$ cat src/rtl/fp_acc_sat.sv
// Block accumulator for the S(9,8) product stream: sums ACC_LEN samples and emits a saturated S(NB_OUT,NBF_OUT) result.
// Define FP_ACC_ROUND_EN for round-half-up fraction reduction; the default build truncates (floor).
module fp_acc_sat #(
    parameter int NB_IN   = 9,
    parameter int NBF_IN  = 8,
    parameter int ACC_LEN = 16,
    parameter int NB_OUT  = 10,
    parameter int NBF_OUT = 7
) (
    input  logic              clk,
    input  logic              i_rst_n,
    input  logic              i_clear,
    input  logic [NB_IN-1:0]  i_data,
    input  logic              i_valid,
    output logic              o_in_ready,
    output logic [NB_OUT-1:0] o_data,
    output logic              o_valid,
    input  logic              i_out_ready,
    output logic              o_sat
);

    localparam int NB_CNT = $clog2(ACC_LEN);
    localparam int NB_ACC = NB_IN + NB_CNT;
    localparam int SHIFT  = NBF_IN - NBF_OUT;
    // One spare MSB over the accumulator so a rounding carry can never wrap.
    localparam int NW     = (NB_ACC > NB_OUT) ? NB_ACC + 1 : NB_OUT + 1;

    localparam logic signed [NW-1:0] SAT_MAX = NW'((64'sd1 <<< (NB_OUT - 1)) - 64'sd1);
    localparam logic signed [NW-1:0] SAT_MIN = NW'(-(64'sd1 <<< (NB_OUT - 1)));

    typedef enum logic [1:0] {ST_ACC, ST_CVT, ST_HOLD} state_t;

    state_t                    state;
    logic signed [NB_ACC-1:0]  acc;
    logic [NB_CNT-1:0]         cnt;
    logic signed [NW-1:0]      acc_w;
    logic signed [NW-1:0]      cvt_w;
    logic [NB_OUT-1:0]         cvt_data;
    logic                      cvt_sat;

    assign o_in_ready = (state == ST_ACC);

`ifdef FP_ACC_ROUND_EN
    localparam logic signed [NW-1:0] RND = NW'((64'sd1 <<< SHIFT) >>> 1);
`endif

    always_comb begin
        acc_w = NW'(acc);
`ifdef FP_ACC_ROUND_EN
        cvt_w = (acc_w + RND) >>> SHIFT;
`else
        cvt_w = acc_w >>> SHIFT;
`endif
        cvt_data = cvt_w[NB_OUT-1:0];
        cvt_sat  = 1'b0;
        if (cvt_w > SAT_MAX) begin
            cvt_data = SAT_MAX[NB_OUT-1:0];
            cvt_sat  = 1'b1;
        end else if (cvt_w < SAT_MIN) begin
            cvt_data = SAT_MIN[NB_OUT-1:0];
            cvt_sat  = 1'b1;
        end
    end

    always_ff @(posedge clk or negedge i_rst_n) begin
        if (!i_rst_n) begin
            state   <= ST_ACC;
            acc     <= '0;
            cnt     <= '0;
            o_data  <= '0;
            o_valid <= 1'b0;
            o_sat   <= 1'b0;
        end else if (i_clear) begin
            state   <= ST_ACC;
            acc     <= '0;
            cnt     <= '0;
            o_valid <= 1'b0;
            o_sat   <= 1'b0;
        end else begin
            case (state)
                ST_ACC: begin
                    if (i_valid) begin
                        acc <= acc + NB_ACC'($signed(i_data));
                        cnt <= cnt + 1'b1;
                        if (cnt == NB_CNT'(ACC_LEN - 1)) state <= ST_CVT;
                    end
                end
                ST_CVT: begin
                    o_data  <= cvt_data;
                    o_sat   <= cvt_sat;
                    o_valid <= 1'b1;
                    state   <= ST_HOLD;
                end
                ST_HOLD: begin
                    if (i_out_ready) begin
                        o_valid <= 1'b0;
                        acc     <= '0;
                        state   <= ST_ACC;
                    end
                end
                default: state <= ST_ACC;
            endcase
        end
    end

endmodule

$ cat config.mk
export PLATFORM = sky130hd
export DESIGN_NAME = fp_acc_sat
export DESIGN_NICKNAME = d
export VERILOG_FILES = /design/src/rtl/fp_acc_sat.sv
export SDC_FILE = /design/constraint.sdc
export NUM_CORES = 1
export LEC_CHECK = 0
export ABC_AREA = 1
export ABC_CLOCK_PERIOD_IN_PS = 2000
export BUFFER_PORTS_ARGS = -buffer_cell sky130_fd_sc_hd__buf_2
export CELL_PAD_IN_SITES_DETAIL_PLACEMENT = 1
export CELL_PAD_IN_SITES_GLOBAL_PLACEMENT = 1
export CORE_ASPECT_RATIO = 2
export CORE_UTILIZATION = 43
export CTS_BUF_LIST = sky130_fd_sc_hd__clkbuf_2 sky130_fd_sc_hd__clkbuf_4 sky130_fd_sc_hd__clkbuf_8
export DETAILED_ROUTE_END_ITERATION = 12
export HOLD_SLACK_MARGIN = 0.15
export PLACE_DENSITY = 0.91
export SLEW_MARGIN = 20
export SYNTH_ARGS = -nofsm -noshare
export SYNTH_HDL_FRONTEND = slang
export SYNTH_SLANG_ARGS = --single-unit
$ cat constraint.sdc
create_clock -name clk -period 2 [get_ports clk]
set_input_delay 0.2 -clock clk [delete_from_list [all_inputs] [get_ports clk]]
set_output_delay 0.2 -clock clk [all_outputs]
set_load 0.05 [all_outputs]
### After elaboration in Yosys (flattened, before gate mapping)

Index checks and enable logic that the tools add are counted.

* add/sub/neg operators: 2
* order comparisons: 2
* equal/unequal tests: 6
* multiplexer cells: 21
* bitwise operators: 1
* reduce and logical (&&, ||, !) cells: 11

Operators by type and width (number)
* 13-bit 2-to-1 mux: 3
* 13-bit one-hot mux with 2 select lines: 1
* 10-bit 2-to-1 mux: 2
* 13-bit by 9-bit adder with 13-bit output: 1
* 12-bit by 10-bit > comparator with 1-bit output (second input constant): 1
* 12-bit by 10-bit less-than comparator with 1-bit output (second input constant): 1
* 4-bit 2-to-1 mux: 3
* 2-bit 2-to-1 mux: 4
* 1-bit 2-to-1 mux: 6
* 3-bit != test (second input constant): 2
* 2-bit one-hot mux with 3 select lines: 1
* 2-bit AND reduction: 3
* 3-bit AND reduction: 2
* 2-bit nonzero test: 3
* 3-bit nonzero test: 2
* 4-bit by 1-bit adder with 4-bit output (second input constant): 1
* 4-bit == test (second input constant): 1
* 3-bit by 2-bit != test with 1-bit output (second input constant): 1
* 2-bit by 1-bit == test with 1-bit output (second input constant): 1
* 2-bit == test (second input constant): 1
* 2-bit zero test: 1
* 1-bit one-hot mux with 2 select lines: 1
* 1-bit inverter: 1

* flip-flop bits (word level): 31
* input port bits: 14
* output and inout port bits: 13
* word-level logic and storage cells: 49

### Depth between registers and ports, before layout

* depth in word-level cells: 5
* depth in mapped cells: 11
* depth with buffers taken out: 11

### Worst setup path after synthesis

OpenSTA, ideal clock, no wires.

* path kind: flip-flop to flip-flop
* start point: register state[1]
* end point: register acc[0]
* setup time: 0.096 ns
* arrival time: 1.780 ns
* required time: 1.904 ns
* path slack: 0.125 ns
* cell stages (with the launch flop): 7
* path buffers: 1
* clock period less this slack: 1.875 ns
* cells stage by stage: dfrtp_1 -> nor2_1 -> nand2_1 -> o211ai_2 -> buf_2 -> nand2_1 -> o31ai_1

* longest elaborated chain between the ends: 3
* elaborated cells between the ends (all ways): 8
* classes of those cells: eq/ne: 3; mux: 2; reduce/logical: 3

Ends and longest elaborated chain
* start: declaration: RTL line 33 `state_t state;`
* start signal: assignment: RTL line 67 `state <= ST_ACC;`
* start signal: assignment: RTL line 74 `state <= ST_ACC;`
* start signal: assignment: RTL line 85 `if (cnt == NB_CNT'(ACC_LEN - 1)) state <= ST_CVT;`
* 2-bit zero test (*)
* net o_in_ready: RTL line 15 `output logic o_in_ready,`
* 3-bit != test (no source line) (tied with other cells)
* 3-bit AND reduction (no source line) / 13-bit 2-to-1 mux (equally long branches)
* end signal: assignment: RTL line 83 `acc <= acc + NB_ACC'($signed(i_data));`
* end: declaration: RTL line 34 `logic signed [NB_ACC-1:0] acc;`

Mark *: on every way through the listed nets, which the timed path passes. The rest lies on a longest branch.
A chain may end at the register's enable or synchronous reset.

### Worst setup path after layout

* start point: register acc[0]
* end point: register acc[12]

* longest elaborated chain between the ends: 4

Ends and longest elaborated chain
* 13-bit by 9-bit adder with 13-bit output: RTL line 83
* 13-bit 2-to-1 mux: RTL line 82 `if (i_valid) begin`
* 13-bit one-hot mux with 2 select lines: RTL line 80 `case (state)`
* 13-bit 2-to-1 mux: RTL line 73 `end else if (i_clear) begin`

Every way passes these cells. The select of a mux whose other input is x is not followed.

==> qor.yml <==
status:
  status: "finished, final reports clean"
placed_design:
  numPortBuffers: 26
  gp_congestion: 0.906
  dp_hpwl_mm: 4.47
power:
  swShare: 0.362
  irDropWorstVdd_mv: 0.518
  p_leak_uw: 0.00131
  power.net_switching_uw: 730
  clkPwrFrac: 0.332
  p_comb_frac: 0.304
  internal_power_uw: 1290
  seq_power_share: 0.364
  p_per_area_mw_per_mm2: 860
route:
  firstDrtPassIters: 4
  vias: 1947
  vias_per_cell: 5.28
  postRouteAntennaNets: 0
  drc: 0
  drt-total-wl_mm: 5.80
  drtIter0Drc: 42
  drt-wirelength-per-cell_um: 15.7
clock_tree:
  cts_tree: "yes"
  post_cts_buffers: 0
  htree_levels: 2
  clock_sinks: 31
  clk_latency_ns: 0.30
  cts_buffers: 5
  clk_pin_slew_ns: 0.07
  ctsRootBufferMaster: "clkbuf_8"
  clockBufferDepth: 2
grt:
  grt_pass1_vias: 2149
  grt_max_degree: 32
  antenna_found_initial: 0
  overflow: 0
  grt_pass1_wl_mm: 9.78
  track_usage: 0.264
critical_path:
  worst_r2r_startpoint: "acc[0]$_DFFE_PN0P_"
  rrSetupSlack_ns: 0.21
  cp-end-kind: "flop"
  r2r.worst_path.cells: 11
  crit_path_max_fanout: 4
  regToRegEndpoint: "acc[12]$_DFFE_PN0P_"
  worstPathRequired_ns: 2.20
  critPathBufInv: 2
  arrival_ns: 1.99
  start_kind: "flop"
  crit_type: "reg -> reg"
  cp_cell_sequence: "ha_1 > inv_1 > fa_1 > inv_1 > nand3_1 > nand3_2 > nand2_1 > nand3_1 > nand2_1 > nand3_1 > nand2_1"
  crit_slowest_cell: "fa_1"
  cp_slowest_stage_delay_ns: 0.40
  critical-path-top-delay-family: "adder cells"
floorplanning:
  ios: 27
  dieArea_mm2: 0.00501
  row_count: 35
  core_region_area_mm2: 0.00455
  die_x_um: 50.6
  initial_core_util: 0.445
  die_y_um: 99.1
final_layout:
  final_common_cell: "nand2_1"
  areaGrowthSynthToFinish_pct: 15.7
  layout.cells.most_common_list: "96 x nand2_1, 37 x inv_1, 31 x dfrtp_1"
  antenna_cells: 0
  nets: 341
  drive_gt1_frac: 0.162
  final_core_util: 0.515
sta:
  slew_headroom: 0.477
  fin_tns_setup_ns: 0
  fin_crit_ns: 1.79
  finalCritPeriodShare: 0.895
  hold_viol: 0
  tightestPinTransition_ns: 0.782
  setup_violations: 0
  slew_violations: 0
  rsz0062_at_grt: "no"
  clock.fmax_mhz: 559
  skew_ns: 0.00532
synthesis:
  syn_area_mm2: 0.00203
  seq_area_frac_synth: 0.382
  ys_types: 27
  ys_warn_count: 0
  synth_area_per_cell_um2: 7.22
  yosys_register_bits: 31
  syn_nets: 309
  synthCells: 281
worst_hold_path:
  min_to: "state[1]$_DFFE_PN0P_"
  hp-class: "in -> reg"
  hold_path_depth: 4
  hold_start: "i_out_ready"
run:
  drv_cap: 0
[cell usage after synthesis, drive strengths merged]
master	n	area, um^2
nand2	96	360
inv	40	150
dfrtp	31	776
nor2	29	119
nand3	21	105
o21ai	20	134
ha	13	163
a21oi	9	45.0
nand4	5	31.3
o31ai	3	22.5
xnor2	3	26.3
buf	2	16.3
a32o	1	10.0
and2	1	6.26
clkbuf	1	3.75
fa	1	20.0
nor3	1	5.00
nor3b	1	7.51
o211ai	1	12.5
or2	1	6.26
xor2	1	8.76
[metal layers]
layer / track usage / vias up / wire (um)
met5: 0 / - / 0
met4: 0.126 / 0 / 199
met3: 0.0398 / 14 / 135
met2: 0.519 / 42 / 3340
met1: 0.250 / 935 / 2120
li1: - / 956 / -
[power by group through the flow]
stage / combinational (uW) / sequential (uW) / clock, uW
2_1_floorplan: 403 / 767 / 0
3_3_place_gp: 579 / 744 / 0
3_5_place_dp: 602 / 746 / 0
4_1_cts: 612 / 735 / 670
5_1_grt: 690 / 742 / 701
6_report: 614 / 735 / 669
[layout make-up]
type	count	area (um^2)
inverter	40	150
clock buffer	6	82.6
fill	616	2210
tap	55	68.8
timing repair buffer	28	148
sequential	31	776
multi-input combinational	207	1090
clock inverter	2	35.0
[per-stage QoR]
step | std cells | worst slack [ns] | cell area (um^2) | power, uW | hold WS [ns]
after floorplan | 281 | 0.125 | 2030 | 1170 | -0.0956
after global placement | 360 | 0.276 | 2210 | 1320 | 0.290
after detailed placement | 360 | 0.207 | 2210 | 1350 | 0.293
after CTS | 369 | 0.158 | 2340 | 2020 | 0.228
after global routing | 369 | 0.0723 | 2350 | 2130 | 0.227
final | 369 | 0.210 | 2350 | 2020 | 0.223
[worst min-delay path, cell delays in order]
cell     delay [ns]
buf_2          0.07
nor2_1         0.03
nand3_1        0.11
nand2_1        0.07
[state kept, by name, indices dropped and copies added (netlist names)]
signal / cells
o_valid: 1
acc: 13
o_sat: 1
cnt: 4
state: 2
o_data: 10
[cell families (layout without fill, tap and decap cells)]
| kind of cell | Yosys count | in the layout | synth area share |
|---|---|---|---|
| xor gates and xnor gates | 4 | 4 | 0.0173 |
| DFF | 31 | 31 | 0.382 |
| adders and majority gates | 14 | 14 | 0.0901 |
| and+or+nand+nor | 155 | 155 | 0.316 |
| buffers and inverters | 43 | 76 | 0.0839 |
| AOI/OAI and AO/OA | 34 | 34 | 0.110 |
[what timing repair did]
action	CTS	global route
endpoints found under the hold margin	31	0
endpoints found under the setup margin	0	1
hold buffers	1	0
gates resized for setup	0	1
[worst max-delay path by stage]
stage | endpoint | cells after the start | slack (ns) | start
after floorplan | acc[0]$_DFFE_PN0P_ | 6 | 0.12 | state[1]$_DFFE_PN0P_
after detailed placement | acc[12]$_DFFE_PN0P_ | 11 | 0.21 | acc[0]$_DFFE_PN0P_
final | acc[12]$_DFFE_PN0P_ | 11 | 0.21 | acc[0]$_DFFE_PN0P_
after global placement | acc[8]$_DFFE_PN0P_ | 11 | 0.28 | acc[0]$_DFFE_PN0P_
after CTS | acc[12]$_DFFE_PN0P_ | 11 | 0.16 | acc[0]$_DFFE_PN0P_
after global routing | acc[8]$_DFFE_PN0P_ | 11 | 0.07 | acc[0]$_DFFE_PN0P_
Power figures use the tool's default switching activity.
